`src/rtl/pipeline_hazard_ctrl_pkg.sv`:
```
// Shared types and constants for the pipeline hazard controller.
package pipeline_hazard_ctrl_pkg;

  typedef enum logic [1:0] {
    RUN      = 2'd0,
    MC_WAIT  = 2'd1,
    MEM_WAIT = 2'd2
  } state_t;

  localparam int unsigned STALL_W = 6;

  typedef logic [STALL_W-1:0] stall_t;

  localparam int unsigned STALL_PC     = 0;
  localparam int unsigned STALL_IF_ID  = 1;
  localparam int unsigned STALL_ID_EX  = 2;
  localparam int unsigned STALL_EX_MEM = 3;
  localparam int unsigned STALL_WB     = 4;

  localparam stall_t STALL_MEM = 6'b011111;
  localparam stall_t STALL_EX  = 6'b001111;
  localparam stall_t STALL_ID  = 6'b000011;

  // A multi-cycle op only stalls when its result is not already available.
  function automatic logic mc_pending(input logic start, input logic done);
    return start & ~done;
  endfunction

endpackage

```
`src/rtl/pipeline_hazard_ctrl_perf_cnt.sv`:
```
// Saturating stall-cycle / flush-count pair for pipeline_hazard_ctrl.
module hazard_perf_cnt #(
  parameter int unsigned CNT_W = 32
) (
  input  logic             clk,
  input  logic             rst,
  input  logic             clr,
  input  logic             stall_ev,
  input  logic             flush_ev,
  output logic [CNT_W-1:0] stall_cyc,
  output logic [CNT_W-1:0] flush_cnt
);

  always_ff @(posedge clk or negedge rst) begin
    if (!rst) begin
      stall_cyc <= '0;
      flush_cnt <= '0;
    end else if (clr) begin
      stall_cyc <= '0;
      flush_cnt <= '0;
    end else begin
      if (stall_ev && (stall_cyc != '1)) stall_cyc <= stall_cyc + 1'b1;
      if (flush_ev && (flush_cnt != '1)) flush_cnt <= flush_cnt + 1'b1;
    end
  end

endmodule

```
`src/rtl/pipeline_hazard_ctrl.sv`:
```
// Stall/flush sequencer for the 5-stage pipeline with multi-cycle watchdog.
// Optional perf counters are built when HAZARD_PERF_CNT_EN is defined.
module pipeline_hazard_ctrl
  import pipeline_hazard_ctrl_pkg::*;
#(
  parameter int unsigned MC_TIMEOUT = 64
`ifdef HAZARD_PERF_CNT_EN
  , parameter int unsigned CNT_W = 32
`endif
) (
  input  logic               clk,
  input  logic               rst,
  input  logic               id_load_use,
  input  logic               id_branch_taken,
  input  logic               ex_mc_start,
  input  logic               ex_mc_done,
  input  logic               mem_busy,
  output logic [STALL_W-1:0] stall,
  output logic               flush_if_id,
  output logic               flush_id_ex,
  output logic               mc_timeout,
  output logic               busy
`ifdef HAZARD_PERF_CNT_EN
  , input  logic             perf_clr,
  output logic [CNT_W-1:0]   perf_stall_cyc,
  output logic [CNT_W-1:0]   perf_flush_cnt
`endif
);

  localparam int unsigned WD_W = (MC_TIMEOUT > 1) ? $clog2(MC_TIMEOUT) : 1;
  localparam logic [WD_W-1:0] WD_LAST = WD_W'(MC_TIMEOUT - 1);

  state_t          state_q, state_d;
  logic [WD_W-1:0] wd_cnt;
  stall_t          stall_c;
  logic            flush_if_id_c;
  logic            flush_id_ex_c;
  logic            timeout_c;

  always_ff @(posedge clk or negedge rst) begin
    if (!rst) begin
      state_q <= RUN;
      wd_cnt  <= '0;
    end else begin
      state_q <= state_d;
      // Held across a memory stall so MC_WAIT resumes where it left off.
      if (state_q == RUN)
        wd_cnt <= '0;
      else if ((state_q == MC_WAIT) && (wd_cnt != WD_LAST))
        wd_cnt <= wd_cnt + 1'b1;
    end
  end

  always_comb begin
    state_d       = state_q;
    stall_c       = '0;
    flush_id_ex_c = 1'b0;
    timeout_c     = 1'b0;
    if (mem_busy) begin
      stall_c = STALL_MEM;
      state_d = MEM_WAIT;
    end else if (state_q == MC_WAIT) begin
      if (ex_mc_done) begin
        state_d = RUN;
      end else if (wd_cnt == WD_LAST) begin
        timeout_c     = 1'b1;
        flush_id_ex_c = 1'b1;
        state_d       = RUN;
      end else begin
        stall_c = STALL_EX;
      end
    end else begin
      // RUN, or MEM_WAIT on the cycle memory releases: both resolve like RUN.
      state_d = RUN;
      if (mc_pending(ex_mc_start, ex_mc_done)) begin
        stall_c = STALL_EX;
        state_d = MC_WAIT;
      end else if (id_load_use) begin
        stall_c       = STALL_ID;
        flush_id_ex_c = 1'b1;
      end
    end
    flush_if_id_c = id_branch_taken & ~stall_c[STALL_IF_ID];
  end

  always_comb begin
    stall       = '0;
    flush_if_id = 1'b0;
    flush_id_ex = 1'b0;
    mc_timeout  = 1'b0;
    if (rst) begin
      stall       = stall_c;
      flush_if_id = flush_if_id_c;
      flush_id_ex = flush_id_ex_c;
      mc_timeout  = timeout_c;
    end
  end

  assign busy = (state_q != RUN);

`ifdef HAZARD_PERF_CNT_EN
  hazard_perf_cnt #(
    .CNT_W(CNT_W)
  ) u_perf (
    .clk      (clk),
    .rst      (rst),
    .clr      (perf_clr),
    .stall_ev (stall[STALL_PC]),
    .flush_ev (flush_if_id),
    .stall_cyc(perf_stall_cyc),
    .flush_cnt(perf_flush_cnt)
  );
`endif

endmodule

```
`config.mk`:
```
export PLATFORM = sky130hd
export DESIGN_NAME = pipeline_hazard_ctrl
export DESIGN_NICKNAME = d
export VERILOG_FILES = /design/src/rtl/pipeline_hazard_ctrl_pkg.sv /design/src/rtl/pipeline_hazard_ctrl_perf_cnt.sv /design/src/rtl/pipeline_hazard_ctrl.sv
export SDC_FILE = /design/constraint.sdc
export NUM_CORES = 1
export LEC_CHECK = 0
export BUFFER_PORTS_ARGS = -buffer_cell sky130_fd_sc_hd__buf_2
export CAP_MARGIN = 10
export CORE_AREA = 4 4 41 43
export CTS_CLUSTER_SIZE = 28
export DETAILED_ROUTE_END_ITERATION = 7
export DIE_AREA = 0 0 45 47
export PLACE_DENSITY = 0.77
export SLEW_MARGIN = 10
export SYNTH_ARGS = -nofsm -noshare
export SYNTH_HDL_FRONTEND = slang
export SYNTH_SLANG_ARGS = --single-unit
```
`constraint.sdc`:
```
create_clock -name clk -period 1.7 [get_ports clk]
set_clock_uncertainty 0.15 [all_clocks]
set_input_delay 0.085 -clock clk [delete_from_list [all_inputs] [get_ports clk]]
set_output_delay 0.085 -clock clk [all_outputs]
set_load 0.01 [all_outputs]
```
# Yosys cells after proc, flatten, opt, wreduce, memory -nomap -nowiden
# Cells that the tools add are included.
[classes] n_mul=0 add_sub_neg=1 n_eq_ne=4 mux=25 n_reduce_logical=4 shift=0 bitwise=4 n_div=0 magnitude_cmp=0
[op_table] cell="$mux 6" count=5
[op_table] cell="$mux 1" count=12
[op_table] cell="$mux 4" count=3
[op_table] cell="$mux 2" count=5
[op_table] cell="$add 6x1->6 const B" count=1
[op_table] cell="$eq 6x6->1 const B" count=1
[op_table] cell="$ne 6x6->1 const B" count=1
[op_table] cell="$ne 4x3->1 const B" count=1
[op_table] cell="$reduce_bool 2->1" count=2
[op_table] cell="$and 1x1->1" count=2
[op_table] cell="$eq 2x1->1 const B" count=1
[op_table] cell="$logic_not 2->1" count=1
[op_table] cell="$not 1->1" count=2
[op_table] cell="$logic_and 1x1->1" count=1
[totals] rom_bits=0 ram_bits=0 input_bits=7 regBits=8 word_cells=40 latch_bits=0 n_memories=0 out_inout_bits=10

# Longest topological paths before layout
# Gate-level depths: netlist (run 1).
[depth] ltp_word=8 mapped_depth=6 depth_no_buf=5

# Worst setup path after synthesis (run 1)
# Ideal clock, no wire load.
[synth_path] path_type="flip-flop to output port" start="register wd_cnt[0]" end="output port stall[1]" arrival_ps=1344 slack_ps=121 stages_incl_launch_ff=7 path_buffers=1 cell_sequence="dfrtp_1 > ha_1 > nand3_2 > nor2b_4 > a22oi_2 > o21a_1 > buf_4"
[synth_between] elab_chain_cells=6
[synth_rtl] item="from (decl)" line="pipeline_hazard_ctrl.sv:34" source="logic [WD_W-1:0] wd_cnt;"
[synth_rtl] item="from (signal assigned)" line="pipeline_hazard_ctrl.sv:50" source="wd_cnt <= wd_cnt + 1'b1;"
[synth_rtl] item="$eq 6x6->1" line="pipeline_hazard_ctrl.sv:65" source="end else if (wd_cnt == WD_LAST) begin"
[synth_rtl] item="$mux 4" line="pipeline_hazard_ctrl.sv:65"
[synth_rtl] item="$mux 4" line="pipeline_hazard_ctrl.sv:63" source="if (ex_mc_done) begin"
[synth_rtl] item="$mux 6" line="pipeline_hazard_ctrl.sv:62" source="end else if (state_q == MC_WAIT) begin"
[synth_rtl] item="$mux 6" line="pipeline_hazard_ctrl.sv:59" source="if (mem_busy) begin"
[synth_rtl] item="$mux 6" line="pipeline_hazard_ctrl.sv:91" source="if (rst) begin"
[synth_rtl] item="to (decl)" line="pipeline_hazard_ctrl.sv:18" source="output logic [STALL_W-1:0] stall,"
# No other way between the ends.

# Final worst setup path (run 1)
[layout_path] start="register wd_cnt[1]" end="output port flush_id_ex"
[layout_between] elab_chain_cells=6
[layout_rtl] item="$eq 6x6->1" line="pipeline_hazard_ctrl.sv:65"
[layout_rtl] item="$mux 1" line="pipeline_hazard_ctrl.sv:65"
[layout_rtl] item="$mux 1" line="pipeline_hazard_ctrl.sv:63"
[layout_rtl] item="$mux 1" line="pipeline_hazard_ctrl.sv:62"
[layout_rtl] item="$mux 1" line="pipeline_hazard_ctrl.sv:59"
[layout_rtl] item="$mux 1" line="pipeline_hazard_ctrl.sv:91"
[layout_rtl] item="to (decl)" line="pipeline_hazard_ctrl.sv:20" source="output logic flush_id_ex,"
# No other way between the ends.

==> results.toml, run 1 <==
[sta]
setup_viol = 4
drv_slew = 0
fmax_mhz = 568.9
setup_tns_ns = -0.07983
post-route-min-period_ns = 1.758
rsz0062_at_grt = "yes"
hold_slack_ns = 0.1570
finalHoldViolations = 0
period_share_pct = 103.4
setup_ws_ns = -0.05781

[synthesis]
synthSimpleGateAreaFrac_pct = 35.15
ys.flop_type = "dfrtp_1"
synth_area_leaders = "dfrtp_1 36%, a21oi_1 4.5%, buf_4 4.1%"
synth_fa_ha_area_share_pct = 2.268
synth_xor_xnor_area_share_pct = 0
yosys_register_bits = 8
ys_async_sr_fraction_pct = 100.0
ys_types = 34
synth_compound_area_share_pct = 19.50
syn_nets = 68
synth_area_um2 = 551.8
avgSynthCellArea_um2 = 9.196
yosysTopAreaCell = "dfrtp_1"
yosys-top-cells-count = "8 x dfrtp_1, 5 x a21oi_1, 4 x nand2_1, 4 x nand3_1"
synth_mux_area_share_pct = 0
synth_edf_count = 0
synth_top_family_by_area = "simple AND/OR/NAND/NOR gates"
synthCells = 60
yosys_warnings = 0
yosysMostFrequentCell = "dfrtp_1"
synth-seq-area-share_pct = 36.28
synth_top_area_share_pct = 36.28

[worst_setup_path]
reg2reg_depth = 4
crit_arrival_ns = 1.52
worstPathRequired_ns = 1.46
worst_setup_path_end_kind = "output pin"
crit_start = "wd_cnt[1]"
cp-start-kind = "flip-flop"
crit_fanout = 3
r2r-start = "wd_cnt[2]"
crit_type = "flip-flop to output pin"

[clocking]
insertion_delay_ns = 0.24
clock_sinks = 8
cts_tree = "done"
clk_path_buf_depth = 2
path_clk_slew_ns = 0.05
cts_root_buf = "clkbuf_4"
cts_buffers = 3
cts-htree-levels = 1

[route]
drc_errors = 0
post_drt_via_cell_ratio = 5.333
route.vias.total = 528
dr.pass1.iters = 4
drt_first_iter_violations = 8
ant_nets = 0
wl_met2_um = 707
post_drt_wl_per_cell_um = 13.34
drt_wl_total_um = 1321
maxUsedRoutingLayer = "met3"
drt-met1-wl_um = 545
wl_met3_um = 68

[place]
routabilityCongestion = 0.7633
place_ws_ns = 0.05549
placedInstanceArea_um2 = 641.9
port_buffers = 15
dpl.hpwl_um = 917.1
dp.cells = 89

[floorplanning]
die_w_um = 45
die_area_mm2 = 0.002115
rows = 13
die_h_um = 47
core-area_mm2 = 0.001301
start_util_pct = 42.40
io_pins = 17

[layout]
num-fill-cells = 122
fin_cells = 99
final_util_pct = 57.79
syn2layout_area_growth_pct = 36.28
layout-drive-gt1-share_pct = 44.05
n_antenna_cell = 0
design_area_um2 = 752.0
fin_nets = 94

[global_routing]
grt_max_degree = 9
first_global_vias = 533
overflow = 0
antenna_found_initial = 0
grt_util_all_layers_pct = 14.86
grt_pass1_wl_um = 2297

[worst_hold_path]
min_path_type = "input pin to flip-flop"
holdPathStages = 4
hold_start = "ex_mc_start"

[power]
power.density_mw_per_mm2 = 543.0
total_power_uw = 408.3
p_leak_nw = 0.3486
ir_drop_uv = 373.0

[status]
status = "complete, but fails checks"
violations = "negative setup slack"

[run]
max_cap_viol_count = 0
routing by layer:
layer,track usage [%],up-vias
li1,-,262
met5,0,-
met3,1.149,0
met2,27.12,17
met4,8.772,0
met1,16.90,249
final timing paths:
check / endpoint / slack, ns
worst max-delay path: flush_id_ex / -0.06
worst min-delay path: state_q[0] / 0.16
worst max register to register: wd_cnt[0] / 0.12
worst min register to register: wd_cnt[3] / 0.36
max in group asynchronous: state_q[1] / 0.96
min in group asynchronous: wd_cnt[0] / 0.17
cells in the final DEF, fill, tap and decap left out, types with 2 or more instances in the layout:
master	synthesis	routed
a21oi_1	5	4
buf_2	0	15
buf_4	3	8
clkbuf_4	0	3
dfrtp_1	8	7
dlygate4sd3_1	0	2
inv_1	2	2
nand2_1	4	4
nand2b_1	2	2
nand3_1	4	4
nor2_1	3	3
nor2b_1	2	2
nor2b_4	1	2
o21a_1	2	2
o21ai_0	2	2
what timing repair did:
action / CTS / global route
endpoints found under the setup margin: 7 / 7
gates resized for setup: 6 / 0
buffers inserted: 4 / 1
hold endpoints to repair: 9 / 0
hold buffers: 2 / 0
pin swaps: 2 / 1
cell families after synthesis:
| logic type | Yosys count |
|---|---|
| compound gates | 15 |
| fa+ha+maj | 1 |
| buf+inv | 6 |
| flops | 8 |
| other cells | 1 |
| simple gates | 29 |
layout make-up:
| cell class | instances | area [µm²] | share of cell area, % |
|---|---|---|---|
| clock buffers | 3 | 22.52 | 2.995 |
| inverters | 2 | 7.507 | 0.9983 |
| multi-input cells | 46 | 346.6 | 46.09 |
| flip-flops and latches | 8 | 201.4 | 26.79 |
| well taps | 15 | 18.77 | 2.496 |
| repair buffers | 25 | 155.1 | 20.63 |
flip-flops by register name, indices dropped and copies added (netlist names):
signal / cells
wd_cnt: 6
state_q: 2
critical path: stages (launching register included):
cell	delay [ns]
dfrtp_1	0.39
ha_4	0.16
nand3_4	0.08
nand2b_4	0.16
o32a_1	0.28
nor2_1	0.07
buf_2	0.13
power breakdown:
| part | internal, mW | leakage (nW) | total, mW | switching, mW |
|---|---|---|---|---|
| Combinational | 0.0360 | 0.227 | 0.0732 | 0.0372 |
| Clock | 0.0800 | 0.0138 | 0.133 | 0.0531 |
| Sequential | 0.195 | 0.107 | 0.202 | 0.00663 |
(Power assumes the default switching activity.)
==> run 2, diff against run 1 <==
--- a/config.mk
+++ b/config.mk
@@ -5,14 +5,13 @@
 export SDC_FILE = /design/constraint.sdc
 export NUM_CORES = 1
 export LEC_CHECK = 0
-export BUFFER_PORTS_ARGS = -buffer_cell sky130_fd_sc_hd__buf_2
+export BUFFER_PORTS_ARGS = -buffer_cell sky130_fd_sc_hd__buf_4
 export CAP_MARGIN = 10
-export CORE_AREA = 4 4 41 43
+export CORE_AREA = 2 2 39 41
 export CTS_CLUSTER_SIZE = 28
 export DETAILED_ROUTE_END_ITERATION = 7
-export DIE_AREA = 0 0 45 47
+export DIE_AREA = 0 0 41 43
 export PLACE_DENSITY = 0.77
-export SLEW_MARGIN = 10
 export SYNTH_ARGS = -nofsm -noshare
 export SYNTH_HDL_FRONTEND = slang
 export SYNTH_SLANG_ARGS = --single-unit
==> run 2 against run 1 <==
Effect of this change:
- the run still ends with negative setup slack left
- critical endpoint unchanged
- core utilization increased by 1.1 points
- first-iteration DRC count decreased by 25%
- clock-buffer cell count unchanged
==> results.toml, run 2 (synthesized netlist as in run 1, its figures left out) <==
[worst_setup_path]
slowest_delay_ns = 0.40
cp_slowest_cell = "dfrtp_1"
crit_fanout = 3
path_buf_inv = 1
cp-start-kind = "flip-flop"
cp_top_family = "flip-flops"
worst_setup_path_end_kind = "output pin"
crit_chain = "ha_4 > nand3_4 > nand2b_4 > o32a_1 > nor2_1 > buf_4"
worstPathRequired_ns = 1.46
crit_type = "flip-flop to output pin"
crit_arrival_ns = 1.54

[layout]
multi_input_area_um2 = 346.6
fin_nets = 96
fin_cells = 102
largest_reg_flops = 6
num-fill-cells = 126
n_antenna_cell = 0
final_util_pct = 58.86
largestRegisters = "wd_cnt (6), state_q (2)"
final_cell_mix = "23 x buf_4, 6 x dfrtp_1, 4 x nand2_1, 4 x a21oi_1, 4 x nand3_1"
layout-drive-gt1-share_pct = 46.51
largest-register = "wd_cnt"
layout_commonest_cell = "buf_4"
regArea_um2 = 202.7
syn2layout_area_growth_pct = 47.62

[status]
status = "complete, but fails checks"
violations = "negative setup slack"

[global_routing]
grt_util_all_layers_pct = 20.12
overflow = 0
antenna_found_initial = 0
first_global_vias = 518
grt_pass1_wl_um = 2263
grt_max_degree = 9

[sta]
setup_viol = 6
fmax_mhz = 561.8
drv_slew = 0
finalHoldViolations = 0
period_share_pct = 104.7
setup_ws_ns = -0.07993
setup_tns_ns = -0.2974
rsz0062_at_grt = "yes"
post-route-min-period_ns = 1.780

[power]
clock_power_share_pct = 33.3
p_sw_share_pct = 25.90
ir_drop_uv = 246.9
power_frac_seq_pct = 46.5
p_switching_uw = 112.8
power.density_mw_per_mm2 = 534.7
power_frac_comb_pct = 20.2
p_leak_nw = 0.3685
internal-power_uw = 322.7

[run]
max_cap_viol_count = 0

[clocking]
cts_tree = "done"
cts-htree-levels = 1
insertion_delay_ns = 0.25
cts_buffers = 3
cts_root_buf = "clkbuf_4"
clk_path_buf_depth = 2
clock_sinks = 8
path_clk_slew_ns = 0.06

[place]
dpl.hpwl_um = 991
routabilityCongestion = 0.7212
dp.cells = 90
port_buffers = 15

[floorplanning]
die_h_um = 43
start_util_pct = 39.87
die_w_um = 41
io_pins = 17
die_area_mm2 = 0.001763
rows = 14
core-area_mm2 = 0.001384

[route]
drc_errors = 0
post_drt_wl_per_cell_um = 15.77
drt_wl_total_um = 1609
dr.pass1.iters = 4
drt_first_iter_violations = 6
ant_nets = 0
post_drt_via_cell_ratio = 5.598
route.vias.total = 571

[worst_hold_path]
min_path_type = "input pin to flip-flop"
## run 2: cell type report
cell class                 count  area share, %
tap                           16          2.458
sequential                     8          24.88
multi-input combinational     46          42.55
timing repair buffer          27          26.42
clock buffer                   3          2.765
inverter                       2         0.9217
## run 2: final timing paths
check                            from          end  slack (ns)  cells after the start
min in group asynchronous         rst    wd_cnt[0]        0.19                      2
max                         wd_cnt[0]  flush_id_ex       -0.08                      6
min                        ex_mc_done   state_q[0]        0.15                      4
min reg2reg                 wd_cnt[3]    wd_cnt[3]        0.38                      2
max reg2reg                 wd_cnt[0]    wd_cnt[2]        0.10                      6
max in group asynchronous         rst   state_q[0]        0.90                      2
## run 2: through the flow
step	cell area [µm²]	hold slack [ns]	power, mW	setup WS, ns
2_1_floorplan	551.8	-0.3606	0.2427	0.1214
5_1_grt	814.5	0.1654	0.4559	-0.1776
4_1_cts	795.8	0.1222	0.4362	-0.07652
6_report	814.5	0.1473	0.4356	-0.07993
3_5_place_dp	680.7	-0.2225	0.2799	0.08097
3_3_place_gp	680.7	-0.2274	0.2785	0.1084
## run 2: repair_timing
action / 4_1_cts / 5_1_grt
hold endpoints to repair: 10 / 0
resized for setup: 8 / 1
pin swaps: 2 / 1
setup endpoints to repair: 7 / 7
setup buffers: 5 / 2
hold buffers: 2 / 0
## run 2: worst register-to-register path, cell delays in order (launching register included)
cell	delay, ns
dfrtp_1	0.42
ha_4	0.18
buf_4	0.13
buf_4	0.13
nor2b_1	0.14
o21ai_0	0.20
a41oi_1	0.09
## run 2: power groups by stage
stage	clock, mW	combinational (mW)	sequential, mW
after detailed placement	0	0.0762	0.204
after floorplan	0	0.0394	0.203
after CTS	0.151	0.0836	0.202
after global placement	0	0.0751	0.203
after global routing	0.159	0.0947	0.203
final	0.145	0.0880	0.203
## run 2: layer usage
layer	up-vias	part of all wire, %	track usage [%]
met5	-	0	0
met4	0	1.7	10.00
met3	4	3.5	6.806
met2	17	56	33.75
met1	288	38	20.72
li1	262	-	-
